File: config.mk
export PLATFORM = sky130hd
export DESIGN_NAME = iob_vexriscv_bus_bridge
export DESIGN_NICKNAME = d
export VERILOG_FILES = /design/src/rtl/iob_vexriscv_bus_bridge.sv
export SDC_FILE = /design/constraint.sdc
export NUM_CORES = 1
export LEC_CHECK = 0
export CORE_MARGIN = 1
export CORE_UTILIZATION = 43
export CTS_CLUSTER_SIZE = 40
export DETAILED_ROUTE_END_ITERATION = 10
export GPL_TIMING_DRIVEN = 0
export PLACE_DENSITY = 0.77
export SLEW_MARGIN = 20
export SYNTH_ARGS = -nofsm -noshare
export SYNTH_HDL_FRONTEND = slang
export SYNTH_SLANG_ARGS = --single-unit
File: constraint.sdc
create_clock -name clk_i -period 2.5 [get_ports clk_i]
set_input_delay 0.25 -clock clk_i [delete_from_list [all_inputs] [get_ports clk_i]]
set_output_delay 0.25 -clock clk_i [all_outputs]
set_load 0.02 [all_outputs]
File: src/rtl/iob_vexriscv_bus_bridge.sv
// VexRiscv cmd/rsp stream to IOb native bus bridge: registers commands, expands
// refill reads into bursts with several beats in flight, acks writes, remaps the MSB.
module iob_vexriscv_bus_bridge #(
  parameter int ADDR_W          = 32,
  parameter int DATA_W          = 32,
  parameter int MAX_BURST       = 8,
  parameter int MAX_OUTSTANDING = 4,
  parameter int REMAP_MSB       = 1,
  localparam int WORD_B         = DATA_W / 8
) (
  input  logic              clk_i,
  input  logic              arst_n_i,
  input  logic              cke_i,
  input  logic              boot_i,
  input  logic              cmd_valid_i,
  output logic              cmd_ready_o,
  input  logic              cmd_wr_i,
  input  logic [ADDR_W-1:0] cmd_addr_i,
  input  logic [DATA_W-1:0] cmd_data_i,
  input  logic [WORD_B-1:0] cmd_mask_i,
  input  logic [2:0]        cmd_size_i,
  output logic              rsp_valid_o,
  output logic [DATA_W-1:0] rsp_data_o,
  output logic              rsp_last_o,
  output logic              iob_avalid_o,
  output logic [ADDR_W-1:0] iob_addr_o,
  output logic [DATA_W-1:0] iob_wdata_o,
  output logic [WORD_B-1:0] iob_wstrb_o,
  input  logic              iob_ready_i,
  input  logic              iob_rvalid_i,
  input  logic [DATA_W-1:0] iob_rdata_i
);
  localparam int LOG_WB = $clog2(WORD_B);
  localparam int LOG_MB = $clog2(MAX_BURST);
  localparam int BEAT_W = LOG_MB + 1;
  localparam int CNT_W  = $clog2(MAX_OUTSTANDING + 1);
  localparam int PTR_W  = (MAX_OUTSTANDING > 1) ? $clog2(MAX_OUTSTANDING) : 1;
  localparam logic [CNT_W-1:0] MAX_OUT  = CNT_W'(MAX_OUTSTANDING);
  localparam logic [PTR_W-1:0] LAST_PTR = PTR_W'(MAX_OUTSTANDING - 1);
  localparam logic [0:0] S_IDLE  = 1'b0;
  localparam logic [0:0] S_ISSUE = 1'b1;

  logic [0:0]        r_state;
  logic              r_up;
  logic [ADDR_W-1:0] r_addr;
  logic [DATA_W-1:0] r_wdata;
  logic [WORD_B-1:0] r_wstrb;
  logic              r_wr;
  logic [BEAT_W-1:0] r_rem;
  logic [CNT_W-1:0]  r_out;
  logic [CNT_W-1:0]  r_fcnt;
  logic [PTR_W-1:0]  r_wp, r_rp;
  logic [BEAT_W-1:0] r_fifo [MAX_OUTSTANDING];
  logic [BEAT_W-1:0] r_bcnt;
  logic              r_rsp_valid, r_rsp_last;
  logic [DATA_W-1:0] r_rsp_data;

  logic              w_full, w_empty, w_cmd_hs, w_avalid, w_beat_hs, w_rd_beat;
  logic              w_rv, w_rlast, w_push, w_pop, w_msb;
  logic [2:0]        w_sh, w_lg;
  logic [BEAT_W-1:0] w_beats;
  logic [ADDR_W-1:0] w_amask;

  // Beat count and line alignment of the incoming command; oversize reads clamp to MAX_BURST.
  always_comb begin
    w_sh = cmd_size_i - 3'(LOG_WB);
    w_lg = '0;
    if (!cmd_wr_i && (cmd_size_i > 3'(LOG_WB)))
      w_lg = (w_sh > 3'(LOG_MB)) ? 3'(LOG_MB) : w_sh;
    w_beats = BEAT_W'(1) << w_lg;
    w_amask = cmd_wr_i ? '1 : ~((ADDR_W'(WORD_B) << w_lg) - ADDR_W'(1));
  end

  assign w_full      = (r_fcnt == MAX_OUT);
  assign w_empty     = (r_fcnt == '0);
  // Writes wait for a fully drained read path so their ack cannot collide with read data.
  assign cmd_ready_o = r_up & cke_i & (r_state == S_IDLE) & ~w_full &
                       (~cmd_wr_i | (w_empty & (r_out == '0)));
  assign w_cmd_hs    = cmd_valid_i & cmd_ready_o;
  assign w_avalid    = cke_i & (r_state == S_ISSUE) & (r_rem != '0) & (r_wr | (r_out < MAX_OUT));
  assign w_beat_hs   = w_avalid & iob_ready_i;
  assign w_rd_beat   = w_beat_hs & ~r_wr;
  assign w_rv        = cke_i & iob_rvalid_i & (r_out != '0);
  assign w_rlast     = ((r_bcnt + BEAT_W'(1)) == r_fifo[r_rp]);
  assign w_push      = w_cmd_hs & ~cmd_wr_i;
  assign w_pop       = w_rv & w_rlast;
  assign w_msb       = (REMAP_MSB != 0) ? ~boot_i : r_addr[ADDR_W-1];

  assign iob_avalid_o = w_avalid;
  assign iob_addr_o   = w_avalid ? {w_msb, r_addr[ADDR_W-2:0]} : '0;
  assign iob_wdata_o  = w_avalid ? r_wdata : '0;
  assign iob_wstrb_o  = w_avalid ? r_wstrb : '0;
  assign rsp_valid_o  = r_rsp_valid;
  assign rsp_last_o   = r_rsp_last;
  assign rsp_data_o   = r_rsp_data;

  always_ff @(posedge clk_i or negedge arst_n_i) begin
    if (!arst_n_i) begin
      r_state     <= S_IDLE;
      r_up        <= 1'b0;
      r_addr      <= '0;
      r_wdata     <= '0;
      r_wstrb     <= '0;
      r_wr        <= 1'b0;
      r_rem       <= '0;
      r_out       <= '0;
      r_fcnt      <= '0;
      r_wp        <= '0;
      r_rp        <= '0;
      r_bcnt      <= '0;
      r_rsp_valid <= 1'b0;
      r_rsp_last  <= 1'b0;
      r_rsp_data  <= '0;
      for (int i = 0; i < MAX_OUTSTANDING; i++) r_fifo[i] <= '0;
    end else if (cke_i) begin
      r_up <= 1'b1;
      case (r_state)
        S_IDLE: if (w_cmd_hs) begin
          r_addr  <= cmd_addr_i & w_amask;
          r_wdata <= cmd_data_i;
          r_wstrb <= cmd_wr_i ? cmd_mask_i : '0;
          r_wr    <= cmd_wr_i;
          r_rem   <= w_beats;
          r_state <= S_ISSUE;
        end
        default: if (w_beat_hs) begin
          r_rem  <= r_rem - BEAT_W'(1);
          r_addr <= r_addr + ADDR_W'(WORD_B);
          if (r_rem == BEAT_W'(1)) r_state <= S_IDLE;
        end
      endcase

      if (w_rd_beat && !w_rv)      r_out <= r_out + CNT_W'(1);
      else if (!w_rd_beat && w_rv) r_out <= r_out - CNT_W'(1);

      // Burst-length FIFO: one entry per read command, popped by its last data beat.
      if (w_push) begin
        r_fifo[r_wp] <= w_beats;
        r_wp         <= (r_wp == LAST_PTR) ? '0 : r_wp + PTR_W'(1);
      end
      if (w_pop) r_rp <= (r_rp == LAST_PTR) ? '0 : r_rp + PTR_W'(1);
      if (w_push && !w_pop)      r_fcnt <= r_fcnt + CNT_W'(1);
      else if (!w_push && w_pop) r_fcnt <= r_fcnt - CNT_W'(1);

      if (w_rv) r_bcnt <= w_rlast ? '0 : r_bcnt + BEAT_W'(1);

      r_rsp_valid <= w_rv | (w_beat_hs & r_wr);
      r_rsp_last  <= (w_rv & w_rlast) | (w_beat_hs & r_wr);
      r_rsp_data  <= w_rv ? iob_rdata_i : '0;
    end
  end
endmodule

## Yosys cells after proc, flatten, opt, wreduce, memory -nomap -nowiden

Cells that the tools add are included.

| operators by class | value |
|---|---|
| add/sub/neg operators | 11 |
| mux-type cells | 31 |
| reductions and logical operators | 25 |
| multipliers | 0 |
| $lt $le $gt $ge | 6 |
| bitwise logic cells | 29 |
| equality and inequality tests | 6 |
| div/mod/pow operators | 0 |
| shift-type cells | 2 |

Operators with widths:

| kind | number |
|---|---|
| 32-bit 2-to-1 mux | 7 |
| 4-bit 2-to-1 mux | 9 |
| 32-bit by 3-bit adder with 32-bit output (second input constant) | 1 |
| 32-bit bitwise AND | 1 |
| 32-bit NOT | 1 |
| 3-bit by 3-bit << shifter with 32-bit output (first input constant) | 1 |
| 32-bit by 1-bit subtractor with 32-bit output (second input constant) | 1 |
| 3-bit 2-to-1 mux | 6 |
| 1-bit bitwise AND | 16 |
| 16-bit bitwise mux | 1 |
| 2-bit AND reduction | 5 |
| 4-bit binary-select mux with 2-bit select | 1 |
| 4-bit demux with 2-bit select | 1 |
| 3-bit by 1-bit adder with 3-bit output (second input constant) | 2 |
| 3-bit greater-or-equal comparator (second input constant) | 2 |
| 3-bit by 2-bit greater-than comparator with 1-bit output (second input constant) | 2 |
| 1-bit logical AND | 6 |
| 3-bit logical NOT | 2 |
| 2-bit NOT with 3-bit output | 2 |
| 3-bit AND reduction | 2 |
| 2-bit nonzero test | 3 |
| 3-bit by 1-bit subtractor with 3-bit output (second input constant) | 2 |
| 1-bit logical NOT | 5 |
| 1-bit NOT | 5 |
| 17 further kinds | 26 |

| storage, ports and cells | value |
|---|---|
| latch bits | 0 |
| output and inout port bits | 104 |
| memory bits (read-only) | 0 |
| bits of input ports | 111 |
| bits in writable memories | 0 |
| memories | 0 |
| logic and storage cells | 129 |
| bits in registers | 139 |

## Depth between registers and ports, before layout

| depth | value |
|---|---|
| word-level depth | 11 |
| gate-level depth with buffers | 12 |
| mapped depth without buffers | 12 |

## Worst setup path before layout

OpenSTA, ideal clock, no wires.

| timing path | value |
|---|---|
| path type | reg2reg |
| start | register r_rp[0] |
| end | register r_fcnt[1] |
| setup time | 0.125 ns |
| arrival | 2.526 ns |
| buffers on the path | 1 |
| slack | -0.150 ns |
| period minus slack after synthesis | 2.650 ns |
| required time | 2.375 ns |
| cell stages (with the launch flop) | 11 |
| cell sequence | dfrtp_1 buf_6 mux4_2 xnor3_1 nand4_2 nor2_4 inv_1 ha_1 inv_1 fa_1 mux2_2 |

| on the way | value |
|---|---|
| longest elaborated chain between the ends | 10 |
| elaborated cells on any way between the ends | 12 |
| classes of those cells | 1 x eq/ne; 4 x mux; 2 x bitwise; 5 x reduce/logical |

Ends and longest elaborated chain:

| element | RTL line | RTL |
|---|---|---|
| from (decl) | 52 | `logic [PTR_W-1:0] r_wp, r_rp;` |
| from (signal assigned) | 141 | `if (w_pop) r_rp <= (r_rp == LAST_PTR) ? '0 : r_rp + PTR_W'(1);` |
| 2-bit NOT with 3-bit output (not written as such) * | 84 | `assign w_rlast = ((r_bcnt + BEAT_W'(1)) == r_fifo[r_rp]);` |
| 4-bit binary-select mux with 2-bit select * | 84 |  |
| 4-bit 2-to-1 mux (not written as such) * (2 in a row) | 84 |  |
| 4-bit equality test * | 84 |  |
| 1-bit bitwise AND * | 86 | `assign w_pop = w_rv & w_rlast;` |
| 1-bit logical NOT | 142 | `if (w_push && !w_pop) r_fcnt <= r_fcnt + CNT_W'(1);` |
| 1-bit logical AND | 142 |  |
| 2-bit nonzero test (no source line) | n/a |  |
| 2-bit AND reduction (no source line) | n/a |  |
| to (signal assigned) | 142 |  |
| to (signal assigned) | 143 | `else if (!w_push && w_pop) r_fcnt <= r_fcnt - CNT_W'(1);` |
| to (decl) | 51 | `logic [CNT_W-1:0] r_fcnt;` |

Mark *: on every way between the ends. The rest lies on a longest branch, timed or not. The select of a mux whose other input is x is not followed.
A chain may end at the register's enable or synchronous reset.

## Final worst setup path

Same ends and word-level chain as after synthesis.

==> flow_metrics.py <==
metrics = {
    "status": {
        "status": "finished, violations left",
        "violations": "negative setup slack",
    },
    "synthesis": {
        "synth_edf_count": 0,
        "synth-seq-area-share": 0.472,
        "synth.distinct_cells": 82,
        "syn_inst": 757,
        "yosys_register_bits": 138,
        "yosysWarnings": 0,
        "synth_ff_type": "dfrtp_1",
        "synth_nets": 885,
        "syn-cell-area_um2": 7310,
        "async_flop_share": 1.00,
        "syn_avg_cell_area_um2": 9.66,
    },
    "clock_tree": {
        "clockBufferDepth": 2,
        "htreeDepth": 4,
        "cts_tree": "built",
        "clock_latency_ns": 0.42,
        "cts_buffers": 17,
        "root_buffer": "clkbuf_16",
        "cts.sinks": 138,
        "path_clk_slew_ns": 0.06,
    },
    "layout": {
        "insertedDiodeCount": 0,
        "nFillCells": 1427,
        "ff_latch_area_um2": 3450,
        "stdcell_count": 1237,
        "multi_input_area_um2": 3660,
        "layout_commonest_cell": "nand2_1",
        "stdcell_area_um2": 10300,
        "drive_gt1_frac": 0.179,
        "layout_common_cells": "160 x nand2_1, 141 x clkdlybuf4s50_1, 138 x dfrtp_1",
        "layout.nets": 1132,
        "area_growth_pct": 41.3,
        "fin_util": 0.623,
    },
    "critical_path": {
        "ff2ff_path_depth": 10,
        "cp-end-kind": "flop",
        "critPathArrivalTime_ns": 2.88,
        "startpoint_type": "flop",
        "critPathMaxFanout": 5,
        "critPathKind": "reg2reg",
        "cp.required_ns": 2.80,
    },
    "global_routing": {
        "grt_first_pass_wirelength_um": 33400,
        "first_global_vias": 6390,
        "antenna_found_initial": 0,
        "overflow": 0,
        "grt_max_degree": 95,
        "grt_usage": 0.243,
    },
    "route": {
        "wl_met1_um": 9060,
        "viasPerCell": 5.39,
        "via_count": 6672,
        "drc_errors": 0,
        "wl_met3_um": 1410,
        "ant_nets": 0,
        "drt_wl_total_um": 20800,
        "drt_first_pass_iters": 4,
        "dr.first_iter.drc_count": 524,
        "avgRoutedWirePerCell_um": 16.8,
        "topRoutingLayerUsed": "met4",
        "met2_length_um": 9890,
    },
    "worst_hold_path": {
        "hold_class": "in2async",
    },
    "placed_design": {
        "numPortBuffers": 212,
        "dpl.hpwl_um": 14600,
        "placed_area_um2": 9730,
        "gp_congestion": 0.893,
        "dp.cells": 1190,
    },
    "pwr": {
        "ir_drop_mv": 0.644,
        "p_leak_nw": 4.76,
        "powerDensity_nw_per_um2": 1030,
    },
    "sta": {
        "clock.fmax_mhz": 388,
        "hold_viol": 0,
        "final_max_slew_viol_count": 0,
        "worstMarginPinSlew_ns": 0.654,
        "rsz0062_at_grt": "true",
        "slew_headroom": 0.560,
        "finalSetupViolations": 2,
        "finalCritPeriodShare": 1.03,
        "setup_ws_ns": -0.0778,
        "fin_skew_ns": 0.00880,
        "final.min_clock_period_ns": 2.58,
    },
    "floorplan": {
        "row_count": 47,
        "io_pins": 215,
        "die_area_um2": 17500,
        "start_util": 0.441,
        "coreArea_um2": 16600,
        "die_h_um": 132,
        "die_x_um": 132,
    },
    "run": {
        "maxCapViolCount": 0,
    },
}
-- metal layers --
layer,global-route usage,vias to the layer above
li1,-,3165
met1,0.315,3214
met2,0.394,260
met3,0.0627,33
met4,0.0856,0
met5,0,-
-- synth_stat cells, drive strengths merged (7+ instances only) --
master  number  share of area
and3         7         0.0060
buf         19          0.017
nand4       16          0.015
xnor2        7         0.0084
nor4        10          0.010
o21ai       25          0.019
mux2        14          0.023
dfrtp      138           0.47
clkbuf      24          0.013
nor2        34          0.020
and2        71          0.061
inv         15         0.0077
a22o        32          0.038
ha          15          0.026
nand2      162          0.084
nor3        14         0.0096
a21oi       21          0.015
nand3       28          0.019
-- metrics by stage --
| step | setup WS, ns | power, mW | hold WS (ns) | setup TNS [ns] |
|---|---|---|---|---|
| 2_1_floorplan | -0.0643 | 6.33 | -0.0456 | -0.0643 |
| 3_3_place_gp | -4.58 | 7.88 | 0.441 | -687.81 |
| 3_5_place_dp | -0.957 | 7.99 | 0.169 | -58.14 |
| 4_1_cts | -0.0423 | 10.7 | 0.323 | -0.0423 |
| 5_1_grt | -0.176 | 11.3 | 0.337 | -0.276 |
| 6_report | -0.0778 | 10.7 | 0.315 | -0.0818 |
-- critical path, cell delays in order (launching register included) --
cell     delay, ns
dfrtp_1       0.36
buf_6         0.14
mux4_2        0.50
xnor3_1       0.23
nand4_2       0.13
nor2_4        0.15
inv_2         0.05
ha_4          0.16
inv_2         0.05
fa_1          0.41
mux2_4        0.27
-- power by group --
group	switching, mW	internal [mW]	total [mW]
Combinational	2.40	2.03	4.43
Clock	1.03	1.52	2.55
Sequential	0.650	3.03	3.68
-- sequential cells by signal, indices dropped and copies added, names as in the netlist, 3 cells and up --
name / cells
r_fcnt: 3
r_wdata: 32
r_out: 3
r_fifo: 16
r_wstrb: 4
rsp_data_o: 32
r_bcnt: 4
r_rem: 4
r_addr: 31
-- kinds of logic (layout without fill, tap and decap cells) --
group                    after synthesis  count (layout)  share of synthesized area
AND/OR/NAND/NOR                      375             376                      0.263
flip-flops                           138             138                      0.472
AO/OA/AOI/OAI                        134             134                      0.140
buffers and inverters                 59             318                     0.0375
multiplexers                          19              19                     0.0378
adder cells (fa/ha/maj)               17              17                     0.0312
XOR/XNOR                              13              13                     0.0175
other                                  2               2                    0.00103
-- path summary, 6_finish.rpt --
path | from | to | slack (ns)
max in group asynchronous | arst_n_i | r_wdata[27] | 1.40
max reg2reg | r_rp[0] | r_fcnt[1] | -0.08
min reg2reg | r_wstrb[2] | r_wstrb[2] | 0.46
min in group clk_i | cmd_data_i[12] | r_wdata[12] | 0.35
max | r_rp[0] | r_fcnt[1] | -0.08
min | arst_n_i | r_fifo[8] | 0.31
-- what timing repair did --
item | CTS | global route
pin swaps | 7 | 4
hold buffers | 1 | 0
buffers inserted | 10 | 4
resized for setup | 241 | 35
setup endpoints to repair | 79 | 65
endpoints found under the hold margin | 44 | 0
cloned | 1 | 0
-- cell type report --
type	count	area share
plain buffers	42	0.0260
clock buffers	18	0.0425
clock inverters	14	0.0155
inverters	16	0.00581
multi-input cells	561	0.354
flip-flops and latches	138	0.334
well taps	220	0.0267
repair buffers	228	0.195
No activity file was read; power rests on OpenSTA's default activity.
